**src/rtl/imm_pkg.sv**
```systemverilog
// Immediate formats and the shared extend function
// used by the immediate-generation pipeline stage.
package imm_pkg;

    typedef enum logic [3:0] {
        IMM_ZERO   = 4'd0,
        IMM_I_ZEXT = 4'd1,
        IMM_I_SEXT = 4'd2,
        IMM_S      = 4'd3,
        IMM_B      = 4'd4,
        IMM_U      = 4'd5,
        IMM_J      = 4'd6,
        IMM_ZIMM   = 4'd7,
        IMM_SHAMT  = 4'd8
    } imm_sel_e;

    // Returns {illegal, imm[63:0]}; callers keep the low XLEN bits.
    function automatic logic [64:0] imm_extend(
        input logic [31:0] instr,
        input imm_sel_e    sel,
        input int          xlen
    );
        logic [63:0] imm;
        logic        ill;
        imm = '0;
        ill = 1'b0;
        case (sel)
            IMM_ZERO:   imm = '0;
            IMM_I_ZEXT: imm = {52'b0, instr[31:20]};
            IMM_I_SEXT: imm = {{52{instr[31]}}, instr[31:20]};
            IMM_S:      imm = {{52{instr[31]}}, instr[31:25], instr[11:7]};
            IMM_B:      imm = {{51{instr[31]}}, instr[31], instr[7],
                               instr[30:25], instr[11:8], 1'b0};
            IMM_U:      imm = {{32{instr[31]}}, instr[31:12], 12'b0};
            IMM_J:      imm = {{43{instr[31]}}, instr[31], instr[19:12],
                               instr[20], instr[30:21], 1'b0};
            IMM_ZIMM:   imm = {59'b0, instr[19:15]};
            IMM_SHAMT:  imm = (xlen == 64) ? {58'b0, instr[25:20]}
                                           : {59'b0, instr[24:20]};
            default:    ill = 1'b1;
        endcase
        return {ill, imm};
    endfunction

endpackage

```
**src/rtl/skid_buf.sv**
```systemverilog
// Generic 2-entry valid/ready skid buffer. in_ready is
// purely registered so no combinational path from out_ready.
module skid_buf #(
    parameter int W = 8
) (
    input  logic         clk,
    input  logic         rst_n,
    input  logic         in_valid,
    output logic         in_ready,
    input  logic [W-1:0] in_data,
    output logic         out_valid,
    input  logic         out_ready,
    output logic [W-1:0] out_data
);

    logic         m_valid_q, m_valid_d;
    logic         k_valid_q, k_valid_d;
    logic [W-1:0] m_data_q, m_data_d;
    logic [W-1:0] k_data_q, k_data_d;
    logic         acc;
    logic         m_free;

    assign in_ready  = !k_valid_q;
    assign out_valid = m_valid_q;
    assign out_data  = m_data_q;
    assign acc       = in_valid && !k_valid_q;
    assign m_free    = !m_valid_q || out_ready;

    // Refill M from K first, else from input; overflow into K.
    always_comb begin
        m_valid_d = m_valid_q;
        m_data_d  = m_data_q;
        k_valid_d = k_valid_q;
        k_data_d  = k_data_q;
        if (m_free) begin
            if (k_valid_q) begin
                m_valid_d = 1'b1;
                m_data_d  = k_data_q;
                k_valid_d = 1'b0;
            end else if (acc) begin
                m_valid_d = 1'b1;
                m_data_d  = in_data;
            end else begin
                m_valid_d = 1'b0;
            end
        end else if (acc) begin
            k_valid_d = 1'b1;
            k_data_d  = in_data;
        end
    end

    // Main and skid registers.
    always_ff @(posedge clk or negedge rst_n) begin
        if (!rst_n) begin
            m_valid_q <= 1'b0;
            k_valid_q <= 1'b0;
            m_data_q  <= '0;
            k_data_q  <= '0;
        end else begin
            m_valid_q <= m_valid_d;
            k_valid_q <= k_valid_d;
            m_data_q  <= m_data_d;
            k_data_q  <= k_data_d;
        end
    end

endmodule

```
**src/rtl/imm_gen_stage.sv**
```systemverilog
// Pipelined immediate generator: extend, count illegal
// selectors, and register the result through a skid buffer.
module imm_gen_stage
    import imm_pkg::*;
#(
    parameter int XLEN  = 32,
    parameter int TAG_W = 8,
    parameter int CNT_W = 16
) (
    input  logic             clk,
    input  logic             rst_n,
    input  logic             in_valid,
    output logic             in_ready,
    input  logic [31:0]      in_instr,
    input  logic [3:0]       in_sel,
    input  logic [TAG_W-1:0] in_tag,
    output logic             out_valid,
    input  logic             out_ready,
    output logic [XLEN-1:0]  out_imm,
    output logic [TAG_W-1:0] out_tag,
    output logic             out_illegal,
    output logic [CNT_W-1:0] illegal_cnt
);

    localparam int W = XLEN + TAG_W + 1;

    if (XLEN != 32 && XLEN != 64) begin : g_bad_xlen
        $error("imm_gen_stage: XLEN must be 32 or 64");
    end

    logic [64:0]      ext;
    logic [W-1:0]     in_data;
    logic [W-1:0]     out_data;
    logic             acc;
    logic [CNT_W-1:0] cnt_q, cnt_d;
    logic             unused_ext;

    assign ext        = imm_extend(in_instr, imm_sel_e'(in_sel), XLEN);
    assign unused_ext = ^ext;
    assign in_data    = {ext[64], in_tag, ext[XLEN-1:0]};
    assign acc        = in_valid && in_ready;

    // Saturating count of accepted illegal selectors.
    always_comb begin
        cnt_d = cnt_q;
        if (acc && ext[64] && (cnt_q != {CNT_W{1'b1}})) begin
            cnt_d = cnt_q + 1'b1;
        end
    end

    // Counter register.
    always_ff @(posedge clk or negedge rst_n) begin
        if (!rst_n) begin
            cnt_q <= '0;
        end else begin
            cnt_q <= cnt_d;
        end
    end

    assign illegal_cnt = cnt_q;

    skid_buf #(
        .W(W)
    ) u_skid (
        .clk      (clk),
        .rst_n    (rst_n),
        .in_valid (in_valid),
        .in_ready (in_ready),
        .in_data  (in_data),
        .out_valid(out_valid),
        .out_ready(out_ready),
        .out_data (out_data)
    );

    assign {out_illegal, out_tag, out_imm} = out_data;

endmodule

```
**config.mk**
```make
export PLATFORM = sky130hd
export DESIGN_NAME = imm_gen_stage
export DESIGN_NICKNAME = d
export VERILOG_FILES = /design/src/rtl/imm_pkg.sv /design/src/rtl/skid_buf.sv /design/src/rtl/imm_gen_stage.sv
export SDC_FILE = /design/constraint.sdc
export NUM_CORES = 1
export LEC_CHECK = 0
export BUFFER_PORTS_ARGS = -buffer_cell sky130_fd_sc_hd__buf_2
export CAP_MARGIN = 20
export CORE_MARGIN = 1.5
export CORE_UTILIZATION = 59
export DETAILED_ROUTE_END_ITERATION = 8
export PLACE_DENSITY_LB_ADDON = 0.25
export SYNTH_ARGS = -nofsm -noshare
export SYNTH_HDL_FRONTEND = slang
export SYNTH_HIERARCHICAL = 1
export SYNTH_SLANG_ARGS = --single-unit
```
**constraint.sdc**
```tcl
create_clock -name clk -period 5.3 [get_ports clk]
set_input_delay 0.795 -clock clk [delete_from_list [all_inputs] [get_ports clk]]
set_output_delay 0.795 -clock clk [all_outputs]
set_load 0.02 [all_outputs]
```
==> After elaboration in Yosys (flattened, before gate mapping) <==
Cells that the tools add are included.
{ "totals": {"ff_bits": 100, "input_bits": 48, "out_inout_bits": 59, "word_cells": 36} }
{ "classes": {"n_addsub": 1, "eq_ne": 9, "muxes": 8, "bitwise": 1, "n_reduce_logical": 12} }
{ "op_table": {"columns": ["operator", "count"], "rows": [
  ["$pmux 32 s8", 1],
  ["$mux 41", 2],
  ["$add 16x1->16 const B", 1],
  ["$eq 4x3->1 const B", 4],
  ["$ne 16x16->1 const B", 1],
  ["$reduce_or 9->1", 1],
  ["$eq 4x2->1 const B", 2],
  ["$mux 1", 5],
  ["$eq 4x1->1 const B", 1],
  ["$eq 4x4->1 const B", 1],
  ["$logic_not 4->1", 1],
  ["$reduce_and 2->1", 2],
  ["$reduce_bool 2->1", 2],
  ["$logic_and 1x1->1", 3],
  ["$logic_not 1->1", 2],
  ["$logic_or 1x1->1", 1],
  ["$not 1->1", 1]
]} }

==> Depth between registers and ports, before layout <==
Gate-level depths: netlist (run 1).
{ "depth": {"depth_word": 5, "depth_mapped": 8, "depth_no_buf": 6} }

==> Cells and area by module <==
The synthesis (run 1) kept the hierarchy.
{ "by_module_without_submodules": {"columns": ["mod", "n_inst", "cells_per_inst", "area_per_inst_um2", "seq_area_each_um2"], "rows": [
  ["skid_buf", 1, 228, 3691.0, 2102.0],
  ["imm_gen_stage", 1, 159, 1328.8, 400.4]
]} }

==> Worst setup path after synthesis (run 1) <==
Ideal clock, no wire load.
{ "synth_timing": {"kind": "input -> register", "from": "in in_sel[0]", "to": "reg u_skid.m_data_q[1] (netlist: u_skid/out_data[1])", "setup_time_ps": 125, "arrival_ps": 2259, "required_ps": 5175, "setup_slack_ps": 2916, "stages": 7, "path_buffers": 1, "path_cell_list": "buf_2 -> nor2b_1 -> a21boi_0 -> o22ai_1 -> a221o_1 -> mux2_2 -> mux2_2"} }
{ "synth_between": {"elab_chain_len": 4, "word_cells_on_any_way": 11, "classes_between": "eq/ne (8); mux (3)"} }
{ "synth_rtl": {"columns": ["element", "line_no", "text"], "rows": [
  ["start, declared", "imm_gen_stage.sv:15", "input logic [3:0] in_sel,"],
  ["$eq 4x4->1, or another cell as far along", "imm_pkg.sv:27", "case (sel)"],
  ["$pmux 32 s8 *", "imm_pkg.sv:27", null],
  ["net ext[1]", "imm_gen_stage.sv:31", "logic [64:0] ext;"],
  ["$mux 41 *", "skid_buf.sv:40", "end else if (acc) begin"],
  ["$mux 41 *", "skid_buf.sv:36", "if (k_valid_q) begin"],
  ["end signal, assigned", "skid_buf.sv:62", "m_data_q <= m_data_d;"],
  ["end, declared", "skid_buf.sv:18", "logic [W-1:0] m_data_q, m_data_d;"]
]} }
Mark *: on every way through the listed nets, which the timed path passes. The rest lies on a longest branch. The select of a mux whose other input is x is not followed.
A chain may end at the register's enable or synchronous reset.

==> Worst setup path after layout (run 1) <==
{ "layout_timing": {"from": "in in_sel[2]", "to": "reg u_skid.m_data_q[3] (netlist: u_skid/out_data[3])"} }
Same word-level chain as after synthesis.

==> results.yml, run 1 <==
run_status:
  outcome: "completed"
floorplanning:
  die_w_um: 95.2
  start_util: 0.611
  pin_count: 107
  fp-row-count: 33
  die_area_um2: 9070
  die_height_um: 95.2
  fp.coreArea_um2: 8220
pwr:
  p_int_mw: 1.40
  power.density_nw_per_um2: 346
  power.leakage_nw: 2.93
  p_sw_frac: 0.298
  switching_power_mw: 0.593
  p_clk_frac: 0.267
  p_total_mw: 1.99
  power_frac_seq: 0.489
  comb_power_share: 0.244
  irDropWorstVdd_uv: 192
timing:
  finalMaxSlewViolations: 0
  rsz0062_at_grt: "no"
  finalCriticalPeriod_ns: 2.29
  setup-tns-final_ns: 0
  slew_headroom: 0.506
  tightest_slew_ns: 0.741
  fin_crit_sh: 0.432
  fin_skew_ns: 0.0144
  setup_viol: 0
  fmax_ghz: 0.436
  finalHoldViolCount: 0
  timing.final.ws_setup_ns: 3.01
drt:
  routed_wl_um: 9660
  drc_errors: 0
  wl_per_cell_um: 16.3
  via_count: 3345
  dr.pass1.iters: 5
  viasPerCell: 5.66
  postRouteAntennaNets: 0
  drt-initial-drc-count: 147
grt:
  gr-total-overflow: 0
  antenna_found_initial: 0
  grt_start_max_net_pins: 56
  first_global_vias: 3348
  grt_pass1_wl_um: 16000
  track_usage: 0.231
placement:
  portBuffers: 99
  place_hpwl_um: 6760
  globalplace.congestion: 0.842
  placed_cells: 575
  preCtsSetupSlack_ns: 2.69
yosys:
  ys_types: 46
  yosysTopAreaCell: "dfrtp_1"
  syn_area_per_cell_um2: 13.0
  synth_seq_area_share: 0.499
  syn-cell-area_um2: 5020
  synth_fp_nets: 436
  netlist_top_cells_area: "dfrtp_1, mux2_2, buf_6"
  synthCells: 387
  synthDominantCellAreaShare: 0.499
  synth_seq_cells: 100
  yosys_warnings: 6
cts:
  htree_levels: 3
  clk_latency_ns: 0.35
  root_buffer: "clkbuf_8"
  path_clk_slew_ns: 0.09
  cts_buffer_depth: 2
  cts_resized: 0
  cts.sinks: 100
  cts_setup_buffers: 0
  postCtsHoldBufs: 0
  numCtsBuffers: 9
  cts_tree: "yes"
worst_setup_path:
  rr_endpoint: "u_skid/k_data_q[8]"
  cp_common_cell: "mux2_2"
  cp_cell_sequence: "buf_2, inv_1, a21boi_0, o22ai_1, a221o_1, mux2_2, mux2_2"
  setup.worst_path.start_class: "input port"
  worstPathArrival_ns: 2.53
  startpoint: "in_sel[2]"
  cp_max_fo: 11
  r2r_setup_slack_ns: 3.23
  cpPeakStageDelay_ns: 0.43
  setup.worst_path.end: "u_skid/out_data[3]"
  crit_required_ns: 5.54
  criticalPathCategory: "in2reg"
  crit_path_top_delay_cell: "a221o_1"
  reg2reg_depth: 3
  worstSetupEndpointType: "flop"
  r2r_start: "u_skid/k_valid_q"
finish:
  fin_util: 0.700
  drive_gt1_frac: 0.521
  syn_to_final_growth_pct: 14.7
  layout_common_cells: "mux2_2, dfrtp_1, buf_2"
  layout_commonest_cell: "mux2_2"
  nets: 531
  n_antenna_cell: 0
  fin_cells: 591
  nFillCells: 634
worst_hold_path:
  hp-class: "in2async"
job:
  max-cap-violations: 0
[critical path: cells and delay by family]
family	cells	cell delay [ns]
buffers and inverters	2	0.40
AOI/OAI and AO/OA	3	0.80
muxes	2	0.53
[registers in the layout, summed over array words and instances, names as in the netlist]
register and cells:
illegal_cnt 16, u_skid/k_valid_q 1, u_skid/out_data 41, u_skid/out_valid 1
u_skid/k_data_q 41
[worst min path at each step]
stage                              from                   to  cells past startpoint
global placement    u_skid/out_data[30]  u_skid/out_data[30]                      1
CTS                               rst_n   u_skid/out_data[1]                      1
floorplan            u_skid/k_data_q[0]   u_skid/k_data_q[0]                      1
global route        u_skid/out_data[30]  u_skid/out_data[30]                      1
detailed placement  u_skid/out_data[30]  u_skid/out_data[30]                      1
finish                            rst_n   u_skid/out_data[1]                      1
[metal layers]
layer	vias up	global-route usage	wire length, um
li1	1571	-	-
met1	1679	0.300	4340
met2	77	0.388	4780
met3	18	0.0367	331
met4	0	0.0896	206
met5	-	0	0
[area by class of cell]
type,instances,area [um^2],area share
Clock buffer,10,138,0.0239
Clock inverter,5,83.8,0.0146
Inverter,5,18.8,0.00326
Multi-Input combinational cell,263,2340,0.407
Sequential cell,100,2500,0.435
Tap cell,105,131,0.0228
Timing Repair Buffer,103,541,0.0939
[cells in the mapped netlist (all sizes together)]
cell / instances
buf: 18
nand4b: 2
nand3: 9
inv: 5
clkbuf: 1
a221o: 4
nor4b: 1
o31ai: 1
ha: 1
nand3b: 1
a21o: 8
o21ai: 3
o32a: 1
nand2b: 6
a41oi: 1
nor2: 12
nor3b: 3
nand2: 25
xnor2: 9
a31oi: 2
and3: 1
a21boi: 1
mux2: 124
mux2i: 2
nor2b: 6
a211o: 1
a21oi: 6
nor4: 3
o32ai: 1
a211oi: 1
nor3: 5
and2: 11
o22ai: 1
xor2: 5
dfrtp: 100
nand4: 6
[power groups by stage]
stage          Clock, mW  Combinational, mW  Sequential (mW)
3_5_place_dp           0              0.480            0.997
4_1_cts            0.546              0.481            0.982
5_1_grt            0.576              0.529            0.992
6_report           0.532              0.485            0.973
2_1_floorplan          0              0.253             1.06
3_3_place_gp           0              0.467            0.985
[through the flow]
step | hold slack, ns | cell area, um^2
3_5_place_dp | 0.474 | 5510
5_1_grt | 0.524 | 5760
6_report | 0.482 | 5760
4_1_cts | 0.496 | 5740
2_1_floorplan | 0.475 | 5020
3_3_place_gp | 0.468 | 5510
[cell families (layout without fill, tap and decap cells)]
kind of cell,count (synthesis),in the layout,share of synthesized area
AO/OA/AOI/OAI,31,31,0.0454
XOR/XNOR,14,14,0.0244
adder cells (fa/ha/maj),1,1,0.00249
buffers and inverters,24,123,0.0369
flip-flops,100,100,0.499
multiplexers,126,126,0.283
AND/OR/NAND/NOR,91,91,0.109
No activity file was read; power rests on OpenSTA's default activity.
==> run 2: changes to the inputs <==
--- a/config.mk
+++ b/config.mk
@@ -8,7 +8,7 @@
 export BUFFER_PORTS_ARGS = -buffer_cell sky130_fd_sc_hd__buf_2
 export CAP_MARGIN = 20
 export CORE_MARGIN = 1.5
-export CORE_UTILIZATION = 59
+export CORE_UTILIZATION = 55
 export DETAILED_ROUTE_END_ITERATION = 8
 export PLACE_DENSITY_LB_ADDON = 0.25
 export SYNTH_ARGS = -nofsm -noshare
==> constraint.sdc (replaced) <==
create_clock -name clk -period 2.2 [get_ports clk]
set_input_delay 0.33 -clock clk [delete_from_list [all_inputs] [get_ports clk]]
set_output_delay 0.33 -clock clk [all_outputs]
set_load 0.02 [all_outputs]
==> results.yml, run 2 (synthesized netlist as in run 1, its figures left out) <==
pwr:
  p_total_mw: 4.84
  comb_power_share: 0.247
  p_int_mw: 3.36
  power.leakage_nw: 2.96
  power.density_nw_per_um2: 829
  p_sw_frac: 0.305
  switching_power_mw: 1.47
  power_frac_seq: 0.485
  irDropWorstVdd_uv: 446
  p_clk_frac: 0.268
cts:
  root_buffer: "clkbuf_8"
  cts_resized: 0
  cts_tree: "yes"
  numCtsBuffers: 9
  clk_latency_ns: 0.36
  postCtsHoldBufs: 0
  path_clk_slew_ns: 0.10
  htree_levels: 3
  cts_buffer_depth: 2
  cts.sinks: 100
  cts_setup_buffers: 0
finish:
  fin_area_um2: 5840
  n_antenna_cell: 0
  layout_common_cells: "mux2_2, dfrtp_1, buf_2"
  syn_to_final_growth_pct: 16.3
  nets: 535
  layout_commonest_cell: "mux2_2"
  drive_gt1_frac: 0.525
  fin_util: 0.666
floorplanning:
  die_area_um2: 9710
  start_util: 0.573
  die_height_um: 98.5
  die_w_um: 98.5
  fp-row-count: 34
  fp.coreArea_um2: 8760
  pin_count: 107
placement:
  preCtsSetupSlack_ns: 0.125
  placedInstanceArea_um2: 5620
  portBuffers: 99
  place_hpwl_um: 6970
  globalplace.congestion: 0.889
worst_setup_path:
  cp_max_fo: 7
  setup.worst_path.start_class: "flop"
  criticalPathCategory: "reg2reg"
  cp_cell_sequence: "ha_1, nand4_2, nor4_4, nor2_2, mux2_4"
  crit_required_ns: 2.45
  cpPeakStageDelay_ns: 0.48
  crit_buf_inv: 0
  crit_path_top_delay_cell: "nor4_4"
  worstSetupEndpointType: "flop"
  worstPathArrival_ns: 2.14
  crit_family: "simple AND/OR/NAND/NOR gates"
timing:
  setup-tns-final_ns: 0
  tightest_slew_ns: 0.652
  slew_headroom: 0.565
  fmax_ghz: 0.528
  rsz0062_at_grt: "no"
  timing.final.ws_setup_ns: 0.307
  finalCriticalPeriod_ns: 1.89
  finalMaxSlewViolations: 0
  finalHoldViolCount: 12
  finalHoldWorstSlack_ns: -0.0512
  fin_crit_sh: 0.860
  fin_skew_ns: 0.0131
  setup_viol: 0
grt:
  track_usage: 0.213
  antenna_found_initial: 0
  grt_start_max_net_pins: 101
  grt_pass1_wl_um: 16500
  first_global_vias: 3473
  gr-total-overflow: 0
drt:
  wl_per_cell_um: 16.5
  viasPerCell: 5.55
  postRouteAntennaNets: 0
  routed_wl_um: 9860
  dr.pass1.iters: 4
  drc_errors: 0
  drt-initial-drc-count: 128
  via_count: 3327
job:
  max-cap-violations: 0
run_status:
  outcome: "finished with violations"
  violations: "hold timing"
worst_hold_path:
  hp-class: "in2async"
[run 2: changes by cell type in the layout (fill, tap and decap cells not counted)]
cell | before | now
inv_6 | 1 | 2
clkbuf_8 | 10 | 9
clkinv_2 | 0 | 1
buf_12 | 1 | 5
[run 2: per-stage QoR]
step	hold WS (ns)	std cells
after floorplan	0.0344	387
after global placement	0.433	583
after detailed placement	0.431	583
after CTS	0.0348	599
after global routing	0.0526	599
final	-0.0512	599
[run 2: final cells by class]
type / count / area, um^2
multi-input cells: 263 / 2340
clock inverters: 7 / 97.6
clock buffers: 9 / 124
repair buffers: 107 / 621
well taps: 108 / 135
fillers: 704 / 2920
flip-flops and latches: 100 / 2500
inverters: 5 / 18.8
[run 2: per-layer routing]
| layer | GRT usage | up-vias | wire (um) |
|---|---|---|---|
| li1 | - | 1586 | - |
| met1 | 0.272 | 1659 | 4350 |
| met2 | 0.365 | 67 | 4980 |
| met3 | 0.0433 | 15 | 355 |
| met4 | 0.0693 | 0 | 181 |
| met5 | 0 | - | 0 |
[run 2: path summary, 6_finish.rpt]
check                      cells after the start  slack (ns)           startpoint             endpoint
setup / recovery                               5        0.31       illegal_cnt[0]       illegal_cnt[1]
hold / removal                                 2       -0.05                rst_n   u_skid/out_data[1]
setup reg to reg                               5        0.31       illegal_cnt[0]       illegal_cnt[1]
hold reg to reg                                1        0.49  u_skid/out_data[30]  u_skid/out_data[30]
max in group asynchronous                      2        1.76                rst_n  u_skid/out_data[11]
min in group clk                               2        0.21            in_tag[3]  u_skid/k_data_q[35]
[run 2: power groups by stage]
stage	sequential (mW)	combinational, mW	clock [mW]
CTS	2.35	1.21	1.33
detailed placement	2.39	1.21	0
finish	2.35	1.19	1.30
floorplan	2.56	0.610	0
global route	2.39	1.29	1.40
global placement	2.36	1.17	0
==> run 3: changes to the inputs <==
--- a/config.mk
+++ b/config.mk
@@ -8,7 +8,7 @@
 export BUFFER_PORTS_ARGS = -buffer_cell sky130_fd_sc_hd__buf_2
 export CAP_MARGIN = 20
 export CORE_MARGIN = 1.5
-export CORE_UTILIZATION = 55
+export CORE_UTILIZATION = 49
 export DETAILED_ROUTE_END_ITERATION = 8
 export PLACE_DENSITY_LB_ADDON = 0.25
 export SYNTH_ARGS = -nofsm -noshare
==> constraint.sdc (replaced) <==
create_clock -name clk -period 1.6 [get_ports clk]
set_input_delay 0.24 -clock clk [delete_from_list [all_inputs] [get_ports clk]]
set_output_delay 0.24 -clock clk [all_outputs]
set_load 0.02 [all_outputs]
==> results.yml, run 3 (synthesized netlist as in run 1, its figures left out) <==
run_status:
  outcome: "completed"
drt:
  via_count: 3514
  drt-initial-drc-count: 181
  dr.pass1.iters: 4
  drc_errors: 0
  postRouteAntennaNets: 0
  viasPerCell: 5.27
  wl_per_cell_um: 16.5
  routed_wl_um: 11000
cts:
  clk_latency_ns: 0.38
  root_buffer: "clkbuf_8"
  cts.sinks: 100
  numCtsBuffers: 9
  cts_tree: "yes"
  htree_levels: 3
  cts_buffer_depth: 2
  path_clk_slew_ns: 0.09
timing:
  timing.final.ws_setup_ns: 0.0499
  finalMaxSlewViolations: 0
  tightest_slew_ns: 0.419
  fin_crit_sh: 0.969
  fin_skew_ns: 0.00712
  slew_headroom: 0.721
  setup-tns-final_ns: 0
  rsz0062_at_grt: "yes"
  setup_viol: 0
  finalHoldViolCount: 0
  finalHoldWorstSlack_ns: 0.106
  finalCriticalPeriod_ns: 1.55
  fmax_ghz: 0.645
finish:
  nets: 578
  drive_gt1_frac: 0.599
  layout_common_cells: "mux2_2, buf_2, dfrtp_1"
  syn_to_final_growth_pct: 24.2
  n_antenna_cell: 0
  fin_cells: 667
  fin_util: 0.632
  fin_area_um2: 6230
  layout_commonest_cell: "mux2_2"
grt:
  track_usage: 0.220
  antenna_found_initial: 0
  grt_pass1_wl_um: 18800
  grt_start_max_net_pins: 42
  gr-total-overflow: 0
  first_global_vias: 3768
placement:
  place_hpwl_um: 8100
  placed_cells: 644
  placedInstanceArea_um2: 5970
  preCtsSetupSlack_ns: -0.181
  portBuffers: 99
  globalplace.congestion: 0.895
pwr:
  power.density_nw_per_um2: 1070
  p_int_mw: 4.56
  switching_power_mw: 2.08
  power.leakage_nw: 3.13
  p_sw_frac: 0.313
  power_frac_seq: 0.489
  irDropWorstVdd_uv: 624
  comb_power_share: 0.278
  p_total_mw: 6.64
  p_clk_frac: 0.233
worst_hold_path:
  hp-start: "in_tag[4]"
  hp-class: "in2reg"
  hold_end: "u_skid/k_data_q[36]"
  hold-path-cell-count: 2
worst_setup_path:
  cpPeakStageDelay_ns: 0.41
  cp_max_fo: 4
  criticalPathCategory: "reg2reg"
  worstPathArrival_ns: 1.82
  setup.worst_path.start_class: "flop"
  cp_cell_sequence: "nand3_1, nor4_4, buf_4, nor2_2, mux2_4"
  rr_endpoint: "illegal_cnt[1]"
  worstSetupEndpointType: "flop"
  crit_path_top_delay_cell: "dfrtp_2"
  r2r_start: "illegal_cnt[10]"
  crit_required_ns: 1.87
  crit_family: "simple AND/OR/NAND/NOR gates"
  r2r_setup_slack_ns: 0.05
  reg2reg_depth: 5
  crit_buf_inv: 1
floorplanning:
  fp.coreArea_um2: 9860
  pin_count: 107
  die_area_um2: 10900
  fp-row-count: 36
  die_height_um: 104
  start_util: 0.509
  die_w_um: 104
job:
  max-cap-violations: 0
run 3: changes by cell type in the layout (fill, tap and decap cells not counted), moves of 2 or more:
cell / delta
nand4_2: -2
dfrtp_2: +12
buf_4: +43
inv_6: -2
nand4_4: +2
dfrtp_1: -12
bufinv_16: -2
clkbuf_8: +3
run 3: per-layer routing:
| metal | wire length [um] | part of all wire | up-vias | track usage |
|---|---|---|---|---|
| li1 | - | - | 1669 | - |
| met1 | 4890 | 0.44 | 1745 | 0.290 |
| met2 | 5410 | 0.49 | 88 | 0.360 |
| met3 | 520 | 0.047 | 12 | 0.0388 |
| met4 | 197 | 0.018 | 0 | 0.0913 |
| met5 | 0 | 0 | - | 0 |
run 3: worst max path at each step:
stage                     from            endpoint  slack (ns)  cells past startpoint
6_report       illegal_cnt[10]      illegal_cnt[1]        0.05                      5
5_1_grt         illegal_cnt[1]     illegal_cnt[15]       -0.04                      6
4_1_cts         illegal_cnt[1]      illegal_cnt[3]       0.004                      6
3_5_place_dp         in_sel[0]  u_skid/out_data[2]       -0.18                      7
3_3_place_gp         in_sel[0]  u_skid/out_data[2]       -0.15                      7
2_1_floorplan        in_sel[0]  u_skid/out_data[1]       -0.03                      7
run 3: power groups by stage:
stage	clock (mW)	combinational [mW]	sequential (mW)
after floorplan	0	0.868	3.54
after global placement	0	1.72	3.27
final	1.55	1.85	3.25
after global routing	1.70	1.99	3.31
after CTS	1.60	1.86	3.24
after detailed placement	0	1.77	3.30
run 3: cell type report:
class / count / area [um^2]
Tap cell: 133 / 166
Fill cell: 801 / 3630
Timing Repair Buffer: 150 / 933
Sequential cell: 100 / 2520
Multi-Input combinational cell: 263 / 2400
Inverter: 5 / 22.5
Clock buffer: 13 / 169
Clock inverter: 3 / 20.0
run 3: repair_timing:
item	CTS	global route
setup buffers	5	1
gates resized for setup	1	4
pin swaps	2	4
setup endpoints to repair	4	16
endpoints found under the hold margin	28	0
hold buffers	1	0
run 3: worst register-to-register path, stage by stage (launching register included):
cell	delay [ns]
dfrtp_2	0.41
nand3_1	0.17
nor4_4	0.34
buf_4	0.18
nor2_2	0.05
mux2_4	0.30
